File: src/rtl/div_tx_pkg.sv
// rtl/div_tx_pkg.sv - shared types, ASCII constants and hex helper for the divider result UART
package div_tx_pkg;

  typedef enum logic [1:0] {
    IDLE  = 2'd0,
    START = 2'd1,
    DATA  = 2'd2,
    STOP  = 2'd3
  } tx_state_t;

  localparam logic [7:0] ASCII_LF   = 8'h0A;
  localparam logic [7:0] ASCII_DASH = 8'h2D;

  // Uppercase hex digit: 0..9 -> '0'..'9', 10..15 -> 'A'..'F' ('A' - 10 = 0x37)
  function automatic logic [7:0] nibble_to_hex(input logic [3:0] n);
    if (n < 4'd10) return 8'h30 + {4'h0, n};
    else           return 8'h37 + {4'h0, n};
  endfunction

endpackage

File: src/rtl/div_uart_byte_tx.sv
// rtl/div_uart_byte_tx.sv - 8N1 serializer for one byte with back-to-back reload
module div_uart_byte_tx
  import div_tx_pkg::*;
#(
  parameter int CLKS_PER_BIT = 16
) (
  input  logic       clk,
  input  logic       rst_n,
  input  logic       ena,
  input  logic       load,
  input  logic [7:0] data,
  output logic       tx,
  output logic       byte_done
);

  localparam int BAUD_W = (CLKS_PER_BIT > 1) ? $clog2(CLKS_PER_BIT) : 1;
  localparam logic [BAUD_W-1:0] BAUD_LAST = BAUD_W'(CLKS_PER_BIT - 1);

  tx_state_t         state;
  logic [BAUD_W-1:0] baud_cnt;
  logic [2:0]        bit_cnt;
  logic [7:0]        shreg;
  logic              bit_end;

  assign bit_end = ena && (baud_cnt == BAUD_LAST);

  // Last enabled cycle of the stop bit; the parent may load the next byte in
  // this same cycle so frames run back-to-back with no idle gap.
  assign byte_done = bit_end && (state == STOP);

  // Frame sequencer: start bit, 8 data bits LSB first, stop bit; ena=0 freezes everything
  always_ff @(posedge clk or negedge rst_n) begin
    if (!rst_n) begin
      state    <= IDLE;
      baud_cnt <= '0;
      bit_cnt  <= 3'd0;
      shreg    <= 8'h00;
      tx       <= 1'b1;
    end else if (ena) begin
      if (load) begin
        state    <= START;
        baud_cnt <= '0;
        bit_cnt  <= 3'd0;
        shreg    <= data;
        tx       <= 1'b0;
      end else begin
        case (state)
          IDLE: begin
            tx <= 1'b1;
          end
          START: begin
            if (bit_end) begin
              baud_cnt <= '0;
              state    <= DATA;
              tx       <= shreg[0];
            end else begin
              baud_cnt <= baud_cnt + 1'b1;
            end
          end
          DATA: begin
            if (bit_end) begin
              baud_cnt <= '0;
              if (bit_cnt == 3'd7) begin
                state <= STOP;
                tx    <= 1'b1;
              end else begin
                bit_cnt <= bit_cnt + 3'd1;
                shreg   <= {1'b0, shreg[7:1]};
                tx      <= shreg[1];
              end
            end else begin
              baud_cnt <= baud_cnt + 1'b1;
            end
          end
          STOP: begin
            if (bit_end) begin
              baud_cnt <= '0;
              state    <= IDLE;
            end else begin
              baud_cnt <= baud_cnt + 1'b1;
            end
          end
          default: begin
            state <= IDLE;
            tx    <= 1'b1;
          end
        endcase
      end
    end
  end

endmodule

File: src/rtl/div_result_uart_tx.sv
// rtl/div_result_uart_tx.sv - sends a latched divider result as "QR\n" over UART 8N1
module div_result_uart_tx
  import div_tx_pkg::*;
#(
  parameter int CLKS_PER_BIT = 16
) (
  input  logic       clk,
  input  logic       rst_n,
  input  logic       ena,
  input  logic [7:0] result_in,
  input  logic       dz_in,
  input  logic       start,
  output logic       tx,
  output logic       busy,
  output logic       done
);

  logic       capture;
  logic       load;
  logic       byte_done;
  logic [1:0] byte_idx;
  logic [3:0] rem_q;
  logic       dz_q;
  logic [7:0] byte_data;

  assign capture = ena && !busy && start;
  assign load    = capture || (byte_done && (byte_idx != 2'd2));

  // Byte 0 is loaded on the capture edge itself, so it comes straight from the
  // live inputs; only the remainder and dz flag need holding for later bytes.
  always_comb begin
    byte_data = ASCII_LF;
    if (capture) begin
      byte_data = dz_in ? ASCII_DASH : nibble_to_hex(result_in[7:4]);
    end else if (byte_idx == 2'd0) begin
      byte_data = dz_q ? ASCII_DASH : nibble_to_hex(rem_q);
    end
  end

  // Capture, byte sequencing and busy/done generation
  always_ff @(posedge clk or negedge rst_n) begin
    if (!rst_n) begin
      busy     <= 1'b0;
      done     <= 1'b0;
      byte_idx <= 2'd0;
      rem_q    <= 4'h0;
      dz_q     <= 1'b0;
    end else begin
      // done is always a single-cycle pulse, even if ena drops right after it
      done <= 1'b0;
      if (capture) begin
        rem_q    <= result_in[3:0];
        dz_q     <= dz_in;
        busy     <= 1'b1;
        byte_idx <= 2'd0;
      end else if (byte_done) begin
        if (byte_idx == 2'd2) begin
          busy     <= 1'b0;
          done     <= 1'b1;
          byte_idx <= 2'd0;
        end else begin
          byte_idx <= byte_idx + 2'd1;
        end
      end
    end
  end

  div_uart_byte_tx #(
    .CLKS_PER_BIT(CLKS_PER_BIT)
  ) u_byte_tx (
    .clk       (clk),
    .rst_n     (rst_n),
    .ena       (ena),
    .load      (load),
    .data      (byte_data),
    .tx        (tx),
    .byte_done (byte_done)
  );

endmodule

File: config.mk
export PLATFORM = sky130hd
export DESIGN_NAME = div_result_uart_tx
export DESIGN_NICKNAME = d
export VERILOG_FILES = /design/src/rtl/div_tx_pkg.sv /design/src/rtl/div_uart_byte_tx.sv /design/src/rtl/div_result_uart_tx.sv
export SDC_FILE = /design/constraint.sdc
export NUM_CORES = 1
export LEC_CHECK = 0
export BUFFER_PORTS_ARGS = -buffer_cell sky130_fd_sc_hd__buf_2
export CORE_MARGIN = 2
export CORE_UTILIZATION = 25
export CTS_CLUSTER_DIAMETER = 40
export DETAILED_ROUTE_END_ITERATION = 10
export PLACE_DENSITY = 0.39
export SYNTH_ARGS = -nofsm -noshare
export SYNTH_HDL_FRONTEND = slang
export SYNTH_HIERARCHICAL = 1
export SYNTH_SLANG_ARGS = --single-unit
File: constraint.sdc
create_clock -name clk -period 3 [get_ports clk]
set_input_delay 0.6 -clock clk [delete_from_list [all_inputs] [get_ports clk]]
set_output_delay 0.6 -clock clk [all_outputs]
set_load 0.05 [all_outputs]
* Word level (Yosys, flattened, before mapping)
Cells that the tools add are included.
** Word-level totals
- Input port bits :: 13
- Word-level logic and storage cells :: 90
- Output and inout bits :: 3
- Bits in registers :: 27
** Cells by class
- Multiplexer cells :: 37
- Reductions and logical operators :: 22
- Order comparisons :: 2
- $add $sub $neg :: 7
- Eq/ne operators :: 12
** Operators with widths (count)
- 2-to-1 mux 8 bit :: 8
- adder 6 x 4 -> 7 bit, first input constant :: 4
- 2-to-1 mux 2 bit :: 8
- 2-to-1 mux 7 bit :: 2
- 2-to-1 mux 3 bit :: 4
- 2-to-1 mux 4 bit :: 3
- != test 3 x 2 -> 1 bit, second input constant :: 4
- 2-to-1 mux 1 bit :: 10
- nonzero test 2 bit :: 5
- less-than comparator 4 bit, second input constant :: 2
- AND reduction 4 bit :: 2
- nonzero test 4 bit :: 2
- == test 2 bit, second input constant :: 3
- one-hot mux 2 bit (3 select lines) :: 1
- AND reduction 6 bit :: 1
- logical AND 1 bit :: 5
- adder 4 x 1 -> 4 bit, second input constant :: 1
- == test 4 bit, second input constant :: 1
- logical NOT 2 bit :: 2
- != test 2 bit, second input constant :: 2
- AND reduction 2 bit :: 2
- adder 3 x 1 -> 3 bit, second input constant :: 1
- == test 3 bit, second input constant :: 1
- one-hot mux 1 bit (3 select lines) :: 1
- other kinds (5) :: 5

* Logic depth before layout (Yosys ltp)
- Word-level depth :: 7
- Depth in mapped cells :: 11
- Mapped depth without buffers :: 8

* Hierarchy
Netlist, hierarchy kept.
** Modules (own cells, without submodules)
- div_uart_byte_tx :: seq. area each 451.7 um^2, cells an instance 99, area an instance 1089.8 um^2, times used 1
- div_result_uart_tx :: seq. area each 225.2 um^2, cells an instance 84, area an instance 666.9 um^2, times used 1

* Least setup slack after synthesis
No wires, ideal clock.
- Path type :: register to register
- From :: register u_byte_tx.baud_cnt[0]
- To :: register u_byte_tx.shreg[3]
- Setup slack :: 802 ps
- Arrival time :: 2074 ps
- Stages on the path, launching flop included :: 10
- Data required time :: 2875 ps
- Cells stage by stage :: dfrtp_1 > ha_1 > and3_1 > and3_1 > o21ai_0 > nand2_1 > buf_2 > buf_6 > mux2_2 > mux2_2
** Between the ends
- Longest elaborated chain between the ends :: 7
** Ends and longest elaborated chain
- start, declared :: line div_uart_byte_tx.sv:20 : logic [BAUD_W-1:0] baud_cnt;
- start signal, assigned :: line div_uart_byte_tx.sv:57 : baud_cnt <= baud_cnt + 1'b1;
- start signal, assigned :: line div_uart_byte_tx.sv:72 : baud_cnt <= baud_cnt + 1'b1;
- start signal, assigned :: line div_uart_byte_tx.sv:80 : baud_cnt <= baud_cnt + 1'b1;
- == test 4 bit * :: line div_uart_byte_tx.sv:25 : assign bit_end = ena && (baud_cnt == BAUD_LAST);
- logical AND 1 bit * :: line div_uart_byte_tx.sv:25
- logical AND 1 bit * :: line div_uart_byte_tx.sv:29 : assign byte_done = bit_end && (state == STOP);
- named net byte_done :: line div_result_uart_tx.sv:20 : logic byte_done;
- logical AND 1 bit * :: line div_result_uart_tx.sv:27 : assign load = capture || (byte_done && (byte_idx != 2'd2));
- logical OR 1 bit * :: line div_result_uart_tx.sv:27
- named net load :: line div_result_uart_tx.sv:19 : logic load;
- != test 2 bit (no line) / nonzero test 2 bit (equally long branches)
- AND reduction 4 bit (no line)
- end signal, assigned :: line div_uart_byte_tx.sv:44 : shreg <= data;
- end signal, assigned :: line div_uart_byte_tx.sv:68 : shreg <= {1'b0, shreg[7:1]};
- end, declared :: line div_uart_byte_tx.sv:22 : logic [7:0] shreg;
Mark *: on every way through the listed nets, which the timed path passes. The rest lies on a longest branch.
A chain may end at the register's enable or synchronous reset.

* Final worst setup path
- From :: register u_byte_tx.baud_cnt[0]
- To :: register u_byte_tx.shreg[6]
The elaborated chain is that of the path after synthesis.

==> metrics.txt <==
Post-Place Setup Slack=436 ps; Synth Net Count=206; Max-cap violations=0; Synth top area share=37.0%; Clock Tree Buf Depth=2; Gate Count Post-Synth=183; P_int=0.895 mW; DR vias/cell=4.70; CP max FO=9; Post-CTS Setup Inserts=0; routed via count=1391; Pwr Density=755 mW/mm²; synth top area cells=dfrtp_1 37%, mux2_2 9.0%, ha_1 7.1%; RD Place Congestion=0.768; sequential share of the synthesized area=38.5%; synth warn=6; synthesis-to-finish area growth=13.4%; total CTS buffers=3; Worst Setup End Kind=register; GRT busiest layer=met2; FF/Latch Area=677 µm²; DRC errors left=0; Starting Density=25.9%; Switching Share=40.5%; relative slew slack=57.3%; status=finished, final reports clean; most common cell after layout, fill and taps aside=dfrtp_1; met3 Use GR=1.70%; Worst Max-Slew Pin Slew=641 ps; met1 GRT Util=15.3%; chip width=87.8 µm; Tot GR Track Use=10.9%; Final period util=85.5%; GRT met2 Usage=17.1%; H-tree lvl count=1; Lkg Pwr=0.902 nW; final core utilization=29.3%; Hold Path Class=in -> async; synthesized flop and latch total=27; largest net degree at the start of global routing=28; maximum vdd ir drop=0.365 mV; PortBufs=15; post-synth top area cell=dfrtp_1; Fin. Hold Viols=0; non-filler cells, final=296; CP startpoint kind=register; CTS clk-pin slew, worst paths=100 ps; worst path arrival time=2740 ps; hold bufs inserted after CTS=0; initial DRC count=62; Mapped Area=0.00176 mm²; antenna violations before repair=0; row count=30; Max Fclk=390 MHz; Final HPWL DP=2930 µm; clock root cell=clkbuf_8; Distinct cells, synth=41; endpoints failing setup=0; CTS tree=done; commonest non-fill, non-tap cells in the layout=26 x dfrtp_1, 21 x nand2_1, 15 x buf_2; Pre-antenna DRT Iters=4; filler cell count=734; TNS Setup=0 ps; Diodes inserted=0; kind of critical path=reg -> reg; final WL=3980 µm; Clock Latency Late Sink=280 ps; footprint of the multi-input gates=998 µm²; # clock sinks=27; fraction of layout cells with a size suffix above 1=23.0%; RSZ-0062 raised after global routing=no; Wirelength per Cell=13.4 µm; vias in the first global route=1328; clk_skew=1.15 ps; die height=87.8 µm; DRT antenna net count=0; mean post-synth cell area=9.60 µm²; nets=224; # resized after CTS=0; Congestion Overflow GR=0; Pwr Total=1.50 mW; Placeable Area=0.00679 mm²; placed cell count=292; sequential fraction of design power=40.6%; WP data required=3170 ps; Net Sw Power=0.609 mW; # IOs=16; first-pass GRT wire length=6530 µm; min cycle time layout=2570 ps; die area=0.00771 mm²; part of the power in the clock network=14.6%; Combinational Power Share=44.8%; final worst setup slack=434 ps; fin. max-slew vios=0
[power groups by stage]
stage / Combinational (mW) / Sequential, mW / Clock [mW]
2_1_floorplan: 0.504 / 0.618 / 0
3_3_place_gp: 0.686 / 0.625 / 0
3_5_place_dp: 0.676 / 0.617 / 0
4_1_cts: 0.679 / 0.612 / 0.230
5_1_grt: 0.754 / 0.631 / 0.241
6_report: 0.674 / 0.611 / 0.219
[kinds of logic after synthesis]
| family | synth area share (%) |
|---|---|
| other | 0.213 |
| AO/OA/AOI/OAI | 20.0 |
| buffers and inverters | 4.63 |
| flip-flops | 38.5 |
| multiplexers | 12.1 |
| AND/OR/NAND/NOR | 17.4 |
| adder cells (fa/ha/maj) | 7.12 |
[critical path, cell delays in order (launching register included)]
cell and delay [ps]:
dfrtp_1 420, ha_1 240, and3_1 290, and3_1 290, o21ai_0 110, nand2_1 310
buf_4 220, mux2_2 330, mux2_2 250
[worst paths after layout]
path,start,endpoint,slack [ps],cells after the start
setup / recovery,u_byte_tx/baud_cnt[0],u_byte_tx/shreg[6],430,8
hold reg to reg,u_byte_tx/shreg[7],u_byte_tx/shreg[7],510,1
min in group clk,result_in[2],rem_q[2],500,3
max in group asynchronous,rst_n,u_byte_tx/shreg[2],2250,1
setup reg to reg,u_byte_tx/baud_cnt[0],u_byte_tx/shreg[6],430,8
hold / removal,rst_n,u_byte_tx/bit_cnt[0],330,1
[cell usage after synthesis]
| master | count |
|---|---|
| o31ai_2 | 1 |
| a21oi_1 | 6 |
| nand3_2 | 1 |
| and4b_1 | 2 |
| o32ai_2 | 1 |
| nor3b_2 | 1 |
| nor3_1 | 7 |
| a32oi_1 | 1 |
| o22ai_1 | 1 |
| o22a_1 | 1 |
| a211oi_1 | 4 |
| a22o_1 | 1 |
| mux2i_1 | 4 |
| nand3_1 | 3 |
| o21ai_0 | 12 |
| conb_1 | 1 |
| o2bb2ai_1 | 7 |
| dfstp_2 | 1 |
| nor2_1 | 11 |
| and3_1 | 2 |
| a32o_1 | 2 |
| nand3b_1 | 2 |
| dfrtp_1 | 26 |
| buf_2 | 5 |
| and3b_1 | 1 |
| a31oi_1 | 1 |
| o21ai_2 | 3 |
| a221oi_1 | 1 |
| nand2b_1 | 3 |
| o32ai_1 | 1 |
| a21o_1 | 1 |
| nor2b_1 | 4 |
| buf_6 | 1 |
| a22oi_1 | 3 |
| ha_1 | 10 |
| nand2_1 | 21 |
| mux2_2 | 14 |
| nor4_1 | 2 |
| o41ai_1 | 1 |
| mux2_4 | 1 |
| inv_1 | 12 |
[state kept, by name, summed over array words and instances, names as in the netlist]
name	flops
u_byte_tx/state	2
u_byte_tx/bit_cnt	3
byte_idx	2
rem_q	4
dz_q	1
u_byte_tx/tx	1
done	1
busy	1
u_byte_tx/baud_cnt	4
u_byte_tx/shreg	8
[final cells by class]
class                           instances  area share, %
Clock buffer                            3           2.07
Clock inverter                          1          0.251
Inverter                               12           2.26
Multi-Input combinational cell        138           50.1
Sequential cell                        27           34.0
Tap cell                               96           6.03
Timing Repair Buffer                   19           5.28
[metrics by stage]
stage	hold slack (ps)	instance area [µm²]
6_report	333	1990
5_1_grt	387	1990
4_1_cts	363	1990
3_5_place_dp	484	1950
3_3_place_gp	492	1950
2_1_floorplan	304	1760
[layer usage]
| metal | wire (µm) | part of all wire (%) |
|---|---|---|
| met1 | 2060 | 52 |
| met2 | 1810 | 45 |
| met3 | 83 | 2.1 |
| met4 | 26 | 0.65 |
| met5 | 0 | 0 |
(Power assumes the default switching activity.)
